--- config.mk ---
export PLATFORM = sky130hd
export DESIGN_NAME = pio_poll_master
export DESIGN_NICKNAME = d
export VERILOG_FILES = /design/src/rtl/pio_poll_master.sv
export SDC_FILE = /design/constraint.sdc
export NUM_CORES = 1
export LEC_CHECK = 0
export CAP_MARGIN = 20
export CORE_MARGIN = 5
export CORE_UTILIZATION = 40
export DETAILED_ROUTE_END_ITERATION = 16
export HOLD_SLACK_MARGIN = 0.03
export PLACE_DENSITY = 0.73
export SETUP_SLACK_MARGIN = 0.5
export SLEW_MARGIN = 25
export SYNTH_ARGS = -nofsm -noshare
export SYNTH_HDL_FRONTEND = slang
export SYNTH_SLANG_ARGS = --single-unit
--- constraint.sdc ---
create_clock -name clk -period 4.3 [get_ports clk]
set_input_delay 0.86 -clock clk [delete_from_list [all_inputs] [get_ports clk]]
set_output_delay 0.86 -clock clk [all_outputs]
set_load 0.02 [all_outputs]
--- src/rtl/pio_poll_master.sv ---
// Avalon-MM initiator for an input PIO slave: programs the irq mask, reads the data register on irq edges or a poll timer.
// Optional build macro PIO_POLL_CHANGE_ONLY_EN: sample_valid strobes only when the captured value changes.
module pio_poll_master #(
    parameter int                    DATA_WIDTH  = 18,
    parameter int                    POLL_PERIOD = 50000,
    parameter logic [DATA_WIDTH-1:0] MASK_INIT   = 18'h3FFFF
) (
    input  logic                  clk,
    input  logic                  reset,
    output logic [1:0]            avm_address,
    output logic                  avm_chipselect,
    output logic                  avm_write_n,
    output logic [31:0]           avm_writedata,
    input  logic [31:0]           avm_readdata,
    input  logic                  irq,
    input  logic                  enable,
    input  logic [DATA_WIDTH-1:0] mask_value,
    input  logic                  mask_load,
    output logic [DATA_WIDTH-1:0] sample_data,
    output logic                  sample_valid,
    output logic                  busy
);

    localparam int                  TIMER_W      = $clog2(POLL_PERIOD);
    localparam logic [TIMER_W-1:0] TIMER_RELOAD = TIMER_W'(POLL_PERIOD - 1);
    localparam logic [1:0]         ADDR_DATA    = 2'd0;
    localparam logic [1:0]         ADDR_MASK    = 2'd2;

    typedef enum logic [2:0] {
        S_INIT,
        S_WR_MASK,
        S_IDLE,
        S_RD_ADDR,
        S_RD_CAPTURE
    } state_t;

    state_t                  state_q, state_d;
    logic [1:0]              addr_q, addr_d;
    logic                    cs_q, cs_d;
    logic                    write_n_q, write_n_d;
    logic [31:0]             wdata_q, wdata_d;
    logic [DATA_WIDTH-1:0]   sample_data_q, sample_data_d;
    logic                    sample_valid_q, sample_valid_d;
    logic                    busy_q, busy_d;
    logic                    pend_rd_q, pend_rd_d;
    logic                    pend_mask_q, pend_mask_d;
    logic [DATA_WIDTH-1:0]   mask_reg_q, mask_reg_d;
    logic [TIMER_W-1:0]      timer_q, timer_d;
    logic                    irq_q;
`ifdef PIO_POLL_CHANGE_ONLY_EN
    logic                    first_q, first_d;
`endif

    logic                    irq_rise;
    logic                    timer_zero;
    logic                    trig;
    logic [DATA_WIDTH-1:0]   rd_value;
    logic                    unused_rd_hi;

    assign irq_rise     = irq & ~irq_q;
    assign timer_zero   = (timer_q == '0);
    assign trig         = enable & (irq_rise | timer_zero);
    assign rd_value     = avm_readdata[DATA_WIDTH-1:0];
    assign unused_rd_hi = ^avm_readdata[31:DATA_WIDTH];

    always_comb begin
        state_d        = state_q;
        cs_d           = 1'b0;
        write_n_d      = 1'b1;
        addr_d         = '0;
        wdata_d        = '0;
        sample_data_d  = sample_data_q;
        sample_valid_d = 1'b0;
        pend_rd_d      = pend_rd_q | trig;
        pend_mask_d    = pend_mask_q | mask_load;
        mask_reg_d     = mask_load ? mask_value : mask_reg_q;
`ifdef PIO_POLL_CHANGE_ONLY_EN
        first_d        = first_q;
`endif

        if (!enable)
            timer_d = timer_q;
        else if (timer_zero)
            timer_d = TIMER_RELOAD;
        else
            timer_d = timer_q - TIMER_W'(1);

        case (state_q)
            S_INIT: begin
                // A mask_load arriving here stays pending and is written after the initial mask.
                state_d   = S_WR_MASK;
                cs_d      = 1'b1;
                write_n_d = 1'b0;
                addr_d    = ADDR_MASK;
                wdata_d   = 32'(MASK_INIT);
                if (!mask_load)
                    mask_reg_d = MASK_INIT;
            end
            S_WR_MASK: begin
                state_d = S_IDLE;
            end
            S_IDLE: begin
                if (pend_mask_q || mask_load) begin
                    state_d     = S_WR_MASK;
                    cs_d        = 1'b1;
                    write_n_d   = 1'b0;
                    addr_d      = ADDR_MASK;
                    wdata_d     = 32'(mask_reg_d);
                    pend_mask_d = 1'b0;
                end else if (pend_rd_q || trig) begin
                    state_d   = S_RD_ADDR;
                    cs_d      = 1'b1;
                    addr_d    = ADDR_DATA;
                    pend_rd_d = 1'b0;
                    timer_d   = TIMER_RELOAD;
                end
            end
            S_RD_ADDR: begin
                state_d = S_RD_CAPTURE;
            end
            S_RD_CAPTURE: begin
                // Slave has latency 1, so readdata is valid during this cycle.
                state_d       = S_IDLE;
                sample_data_d = rd_value;
`ifdef PIO_POLL_CHANGE_ONLY_EN
                sample_valid_d = first_q | (rd_value != sample_data_q);
                first_d        = 1'b0;
`else
                sample_valid_d = 1'b1;
`endif
            end
            default: begin
                state_d = S_INIT;
            end
        endcase

        busy_d = (state_d != S_IDLE);
    end

    always_ff @(posedge clk) begin
        if (reset) begin
            state_q        <= S_INIT;
            cs_q           <= 1'b0;
            write_n_q      <= 1'b1;
            addr_q         <= '0;
            wdata_q        <= '0;
            sample_data_q  <= '0;
            sample_valid_q <= 1'b0;
            busy_q         <= 1'b1;
            pend_rd_q      <= 1'b0;
            pend_mask_q    <= 1'b0;
            mask_reg_q     <= MASK_INIT;
            timer_q        <= TIMER_RELOAD;
            irq_q          <= 1'b0;
`ifdef PIO_POLL_CHANGE_ONLY_EN
            first_q        <= 1'b1;
`endif
        end else begin
            state_q        <= state_d;
            cs_q           <= cs_d;
            write_n_q      <= write_n_d;
            addr_q         <= addr_d;
            wdata_q        <= wdata_d;
            sample_data_q  <= sample_data_d;
            sample_valid_q <= sample_valid_d;
            busy_q         <= busy_d;
            pend_rd_q      <= pend_rd_d;
            pend_mask_q    <= pend_mask_d;
            mask_reg_q     <= mask_reg_d;
            timer_q        <= timer_d;
            irq_q          <= irq;
`ifdef PIO_POLL_CHANGE_ONLY_EN
            first_q        <= first_d;
`endif
        end
    end

    assign avm_address    = addr_q;
    assign avm_chipselect = cs_q;
    assign avm_write_n    = write_n_q;
    assign avm_writedata  = wdata_q;
    assign sample_data    = sample_data_q;
    assign sample_valid   = sample_valid_q;
    assign busy           = busy_q;

endmodule

# Yosys cells after proc, flatten, opt, wreduce, memory -nomap -nowiden

Index checks and enable logic that the tools add are counted.

Output and inout bits: 56
Bits of input ports: 55
Bits in registers: 96

Bitwise gates (word level): 6
Mux-type cells: 26
Eq/ne operators: 5
Reductions and logical operators: 5
$add $sub $neg: 1

Operators with widths:

| operator                | count |
|---|---|
| $mux W16                | 5 |
| $mux W18                | 4 |
| $pmux W18 S2            | 1 |
| $logic_not A16 Y1       | 1 |
| $sub A16 B1 Y16 const B | 1 |
| $pmux W3 S4             | 1 |
| $mux W1                 | 9 |
| $eq A3 B2 Y1 const B    | 2 |
| $mux W3                 | 2 |
| $pmux W1 S2             | 2 |
| $pmux W2 S2             | 1 |
| $eq A3 B1 Y1 const B    | 1 |
| $eq A3 B3 Y1 const B    | 1 |
| $logic_not A3 Y1        | 1 |
| $ne A3 B2 Y1 const B    | 1 |
| $or A1 B1 Y1            | 3 |
| $and A1 B1 Y1           | 2 |
| $logic_or A1 B1 Y1      | 2 |
| $mux W2                 | 1 |
| $reduce_or A2 Y1        | 1 |
| $not A1 Y1              | 1 |

# Logic depth before layout (Yosys ltp)

Gate-level depths: netlist of the first run.

Depth in word-level cells: 9
Depth in mapped cells: 7
Gate-level depth less buffers: 6

# Worst setup path before layout of the first run

No wires, ideal clock.

Path kind: input to register
Start: input mask_load
End: register mask_reg_q[10]
Data arrival time: 1.764 ns
Path buffers: 2
Stages on the path: 5
Path slack: 2.415 ns
Library setup time: 0.121 ns
Cell sequence: buf_2 -> nor2_1 -> nor2_1 -> buf_2 -> nand2_1

Word-level cells in the longest chain between the ends: 3

Ends and longest elaborated chain:

| item                   | RTL line | source |
|---|---|---|
| start: declaration     | 18       | `input logic mask_load,` |
| $mux W18               | 76       | `mask_reg_d = mask_load ? mask_value : mask_reg_q;` |
| $mux W18               | 96       | `if (!mask_load)` |
| $mux W18 (*)           | 88       | `case (state_q)` |
| end signal: assignment | 169      | `mask_reg_q <= mask_reg_d;` |
| end: declaration       | 47       | `logic [DATA_WIDTH-1:0] mask_reg_q, mask_reg_d;` |

Mark *: on every way between the ends. The rest lies on a longest branch, timed or not.
A chain may end at the register's enable or synchronous reset.

# Final worst setup path of the first run

Start: input mask_load
End: register wdata_q[16], in the netlist avm_writedata[16]

Word-level cells in the longest chain between the ends: 3

Ends and longest elaborated chain:

| item                                                  | RTL line | source |
|---|---|---|
| $mux W18 / $logic_or A1 B1 Y1 (equally long branches) | 76, 103  |  |
| $mux W18 (*)                                          | 103      | `if (pend_mask_q \|\| mask_load) begin` |
| $pmux W18 S2 (*)                                      | 88       |  |
| end signal: assignment                                | 163      | `wdata_q <= wdata_d;` |
| end: declaration                                      | 41       | `logic [31:0] wdata_q, wdata_d;` |

Marks and branches as above.

==> reports/qor.yml, run 1 <==
wl_per_cell_um: 13.00
grt_overflow: 0
wl_mm: 6.434
antenna_found_initial: 0
grt_usage_pct: 14.51
synth_area_sq_um: 2985
clk-insertion-delay-late_ns: 0.35
worstReg2RegStart: "timer_q[0]"
r2r_end: "timer_q[15]"
hold_depth: 2
final_util_pct: 55.55
synth_cells: 312
n_fill_cell: 663
syn_area_per_cell_sq_um: 9.568
io_pins: 111
drc_errors: 0
cts_tree: "done"
endpoint_kind: "flop"
crit_type: "in2reg"
hpwlAfterDp_mm: 4.498
cts_resized: 0
synth-edff-count: 0
gp_congestion: 0.7253
ctsLongestPathBuffers: 2
fin_crit_ns: 2.315
timing.fmax_ghz: 0.4319
start_kind: "input pin"
mostFrequentLayoutCells: "dfxtp_1 (81), clkdlybuf4s50_1 (81), nand2_1 (64)"
cp_max_fo: 21
leakage_nw: 1.549
grt_max_degree: 30
dr_total_vias: 2307
setup_viol: 0
rsz0062_at_grt: "false"
rrSetupSlack_ns: 2.47
synth_warnings: 0
die-width_um: 96.39
die_h_um: 96.39
cts_made_buffers: 9
r2r_cells: 6
holdBufCountCts: 0
slew_headroom_pct: 51.05
irDropWorstVdd_v: 0.0002943
synth_seq_cells: 81
coreArea_sq_um: 7253
report.final.slew_viol_count: 0
yosysSeqAreaShare_pct: 54.32
tightestPinTransition_ns: 0.7334
p_per_area_nw_per_um2: 393.3
async_flop_share_pct: 0
arrival_ns: 2.51
cts_post_setup_buffers_inserted: 0
synth_ff_type: "dfxtp_1"
firstDrtPassIters: 4
n_antenna_cell: 0
drv_cap: 0
start_util_pct: 41.16
cts_htree_levels: 3
portBuffers: 81
worstHoldEndpoint: "sample_data[13]"
status: "finished, final reports clean"
ant_nets: 0
fin_crit_sh_pct: 53.84
setup_tns_ns: 0
hp-start: "sample_data[13]"
grt_first_pass_wirelength_mm: 10.42
drtIter0Drc: 87
vias_per_cell: 4.661
critPathRequiredTime_ns: 4.50
layout.nets: 447
cts.sinks: 81
dieArea_sq_um: 9291
grt_pass1_vias: 2236
crit_start: "mask_load"
layout-drive-gt1-share_pct: 7.071
ctsRootBufferMaster: "clkbuf_8"
synth_cell_types: 44
clk_pin_slew_worst_paths_ns: 0.08
rows: 31
final_hold_viol_count: 0
hold_class: "reg2reg"
syn2layout_area_growth_pct: 34.95
clock-skew-final_ns: 0.008883
area by class of cell:
class / instances / area [sq um] / share of cell area, %
multi-input combinational: 211 / 1230 / 30.53
tap: 99 / 123.9 / 3.075
clock buffer: 10 / 137.6 / 3.416
timing repair buffer: 84 / 833.3 / 20.68
inverter: 4 / 15.01 / 0.3727
sequential: 81 / 1622 / 40.25
clock inverter: 6 / 67.56 / 1.677
logic make-up after synthesis:
kind of cell | count (synthesis) | share of synthesized area (%)
AOI/OAI and AO/OA | 56 | 10.39
xor gates and xnor gates | 12 | 3.521
adders and majority gates | 1 | 0.4190
buffers and inverters | 34 | 6.454
DFF | 81 | 54.32
muxes | 18 | 6.035
other | 1 | 0.1256
and+or+nand+nor | 109 | 18.73
cell usage after synthesis (2+ instances only):
library cell / n / area, sq um
dfxtp_1: 81 / 1622
nand2_1: 64 / 240.2
a21oi_1: 42 / 210.2
mux2i_1: 18 / 180.2
buf_4: 15 / 112.6
nor2_1: 11 / 41.29
buf_2: 7 / 35.03
clkbuf_1: 7 / 26.28
xnor2_1: 6 / 52.55
xor2_1: 6 / 52.55
nor3_1: 5 / 25.02
o21ai_0: 5 / 25.02
inv_1: 4 / 15.01
or3_1: 4 / 25.02
nand3_1: 3 / 15.01
a31oi_1: 2 / 12.51
nor2b_1: 2 / 12.51
nor4b_1: 2 / 17.52
o211ai_1: 2 / 15.01
or4_1: 2 / 15.01
per-layer routing:
metal  global-route usage (%)  vias to the layer above  routed length, um
li1                         -                     1176                  -
met1                    17.27                     1057               2698
met2                    22.89                       67               3053
met3                    7.901                        7                632
met4                    3.621                        0                 49
met5                        0                        -                  0
per-stage QoR:
stage / instances / worst slack [ns] / hold WS, ns / cell area [sq um] / power, mW
floorplan: 326 / 2.415 / 0.4300 / 3038 / 0.9515
global placement: 479 / 1.630 / 0.4388 / 3817 / 1.044
detailed placement: 479 / 1.620 / 0.4452 / 3824 / 1.049
CTS: 495 / 1.994 / 0.4582 / 4029 / 1.608
global route: 495 / 1.836 / 0.4793 / 4029 / 1.660
finish: 495 / 1.985 / 0.4564 / 4029 / 1.584
sequential cells by signal, indices dropped and copies added (netlist names):
signal,flops
timer_q,16
sample_valid,1
avm_writedata,18
avm_write_n,1
mask_reg_q,18
avm_address,1
sample_data,18
busy,1
avm_chipselect,1
pend_rd_q,1
state_q,3
pend_mask_q,1
irq_q,1
critical path, cell delays in order:
cell and delay, ns:
clkdlybuf4s50_1 0.39, buf_4 0.25, nor2_1 0.29, a21o_1 0.61, a21oi_1 0.09
how the worst max path moves through the flow:
stage | slack (ns) | end | depth (start not counted)
finish | 1.98 | avm_writedata[16] | 5
global placement | 1.63 | timer_q[15] | 5
floorplan | 2.41 | mask_reg_q[10] | 5
detailed placement | 1.62 | avm_writedata[16] | 5
CTS | 1.99 | avm_writedata[16] | 5
global route | 1.84 | avm_writedata[5] | 5
where the power goes:
| part | internal (mW) | switching, mW | total (mW) | leakage (nW) |
|---|---|---|---|---|
| clock | 0.285 | 0.270 | 0.555 | 0.0985 |
| combinational | 0.104 | 0.118 | 0.222 | 0.786 |
| sequential | 0.791 | 0.0173 | 0.808 | 0.664 |
| total | 1.18 | 0.406 | 1.58 | 1.55 |
Power figures use the tool's default switching activity.
==> run 2, diff against run 1 <==
clock period = 2.35 ns   (was 4.3 ns; I/O delays follow)
==> run 2 against run 1 <==
Utilization is 1.4 points higher. Hold slack is essentially flat. Clock-buffer cell count is the same. Critical path depth decreased by 4. Critical path type is now reg2out. Largest power group unchanged.
==> reports/qor.yml, run 2 (synthesis gave the netlist of run 1 again) <==
drv_cap: 0  # unchanged
dieArea_sq_um: 9291  # unchanged
gp_congestion: 0.7831  # was 0.7253
io_pins: 111  # unchanged
cp_max_fo: 2  # was 21
rows: 31  # unchanged
die-width_um: 96.39  # unchanged
hold_class: "reg2reg"  # unchanged
dp_cells: 487  # was 479
wl_met1_mm: 2.834  # was 2.698 mm
cpPeakStageDelay_ns: 0.62  # was 0.61 ns
p_seq_share_pct: 47.6  # was 51.0%
leakage_nw: 1.621  # was 1.549 nW
status: "finished, final reports clean"  # unchanged
cts_made_buffers: 9  # unchanged
mostFrequentLayoutCells: "dfxtp_1 (81), clkdlybuf4s50_1 (80), nand2_1 (64)"  # was dfxtp_1 (81), clkdlybuf4s50_1 (81), nand2_1 (64)
highest-signal-layer: "met4"  # unchanged
report.final.slew_viol_count: 0  # unchanged
start_kind: "flop"  # was input pin
layout.nets: 455  # was 447
syn2layout_area_growth_pct: 38.31  # was 34.95%
firstDrtPassIters: 4  # unchanged
wl_mm: 6.351  # was 6.434 mm
start_util_pct: 41.16  # unchanged
ant_nets: 0  # unchanged
p_per_area_nw_per_um2: 751.6  # was 393.3 nW/um^2
final_hold_viol_count: 0  # unchanged
layout-drive-gt1-share_pct: 9.406  # was 7.071%
ctsRootBufferMaster: "clkbuf_8"  # unchanged
antenna_found_initial: 0  # unchanged
clock-skew-final_ns: 0.009093  # was 0.008883 ns
clk-insertion-delay-late_ns: 0.34  # was 0.35 ns
fin_area_sq_um: 4129  # was 4029 sq um
setup_tns_ns: 0  # unchanged
portBuffers: 81  # unchanged
critical_path_buf_inv_count: 1  # was 2
combPwrFrac_pct: 13.4  # was 14.0%
rsz0062_at_grt: "false"  # unchanged
slew_headroom_pct: 54.61  # was 51.05%
dr_total_vias: 2317  # was 2307
die_h_um: 96.39  # unchanged
coreArea_sq_um: 7253  # unchanged
endpoint_kind: "primary output"  # was flop
holdBufCountCts: 0  # unchanged
irDropWorstVdd_v: 0.0003894  # was 0.0002943 V
fin_ws_ns: 0.5796  # was 1.985 ns
vias_per_cell: 4.606  # was 4.661
grt_first_pass_wirelength_mm: 10.27  # was 10.42 mm
final_cells: 503  # was 495
cts_htree_levels: 3  # unchanged
p_switching_mw: 0.7478  # was 0.4055 mW
path_cells: "clkdlybuf4s50_1"  # was clkdlybuf4s50_1 > buf_4 > nor2_1 > a21o_1 > a21oi_1
drtIter0Drc: 61  # was 87
ctsLongestPathBuffers: 2  # unchanged
dpl_cell_area_sq_um: 3877  # was 3824 sq um
intPower_mw: 2.355  # was 1.179 mW
grt_max_degree: 30  # unchanged
arrival_ns: 1.30  # was 2.51 ns
crit_slowest_cell: "clkdlybuf4s50_1"  # was a21o_1
wl_met3_um: 563  # was 632 um
dpl_worst_slack_ns: 0.2236  # was 1.620 ns
hpwlAfterDp_mm: 4.455  # was 4.498 mm
final_common_cell: "dfxtp_1"
tightestPinTransition_ns: 0.6809  # was 0.7334 ns
critPathRequiredTime_ns: 1.88  # was 4.50 ns
timing.fmax_ghz: 0.5648
grt_pass1_vias: 2207  # was 2236
cts_tree: "done"  # unchanged
n_antenna_cell: 0  # unchanged
clk_pin_slew_worst_paths_ns: 0.08  # about the same
crit_type: "reg2out"  # was in2reg
fin_crit_ns: 1.770
fin_crit_sh_pct: 75.34
grt_usage_pct: 14.12  # was 14.51%
wl_per_cell_um: 12.63  # was 13.00 um
drc_errors: 0  # unchanged
power_frac_clock_pct: 39.0  # was 35.0%
routed-wl-met2_mm: 2.866  # was 3.053 mm
n_fill_cell: 682  # was 663
setup_viol: 0  # unchanged
grt_overflow: 0  # unchanged
p_sw_share_pct: 24.10  # was 25.59%
cts.sinks: 81  # unchanged
cp_top_family: "buffers and inverters"  # was compound AO/OA/AOI/OAI gates
## run 2: changes by cell type in the layout (fill, tap and decap cells not counted), moves of 2 or more
cell,delta
clkinvlp_4,-2
buf_4,+8
clkinv_4,-2
bufinv_16,+2
inv_6,+2
## run 2: power groups by stage
stage / Sequential (mW) / Combinational (mW) / Clock [mW]
floorplan: 1.56 / 0.181 / 0
global placement: 1.51 / 0.410 / 0
detailed placement: 1.51 / 0.415 / 0
CTS: 1.48 / 0.418 / 1.24
global route: 1.49 / 0.453 / 1.30
finish: 1.48 / 0.415 / 1.21
## run 2: layout make-up
type / count / area (sq um) / area share (%)
Sequential cell: 81 / 1622 / 39.27
Inverter: 4 / 15.01 / 0.3636
Clock buffer: 10 / 127.6 / 3.091
Timing Repair Buffer: 92 / 895.9 / 21.70
Clock inverter: 6 / 112.6 / 2.727
Multi-Input combinational cell: 211 / 1232 / 29.85
Tap cell: 99 / 123.9 / 3.000
## run 2: repair_timing
item | CTS | global route
buffers inserted | 0 | 0
setup endpoints to repair | 0 | 25
resized for setup | 0 | 4
## run 2: metal layers
| layer | vias up | GRT usage [%] |
|---|---|---|
| li1 | 1198 | - |
| met1 | 1048 | 17.59 |
| met2 | 62 | 22.14 |
| met3 | 9 | 5.267 |
| met4 | 0 | 5.607 |
| met5 | - | 0 |
## run 2: path summary, 6_finish.rpt
check | from | to | slack [ns] | depth (start not counted)
max | sample_data[11] | sample_data[11] | 0.58 | 1
min | sample_data[4] | sample_data[4] | 0.46 | 2
max reg2reg | state_q[1] | mask_reg_q[4] | 0.66 | 5
min reg2reg | sample_data[4] | sample_data[4] | 0.46 | 2
## run 2: per-stage QoR
step / utilization (%) / total power, mW / hold WS, ns
floorplan: - / 1.741 / 0.4300
global placement: 53.46 / 1.918 / 0.4391
detailed placement: 53.46 / 1.925 / 0.4462
CTS: 56.77 / 3.139 / 0.4579
global route: 56.93 / 3.239 / 0.4817
finish: 56.93 / 3.103 / 0.4561
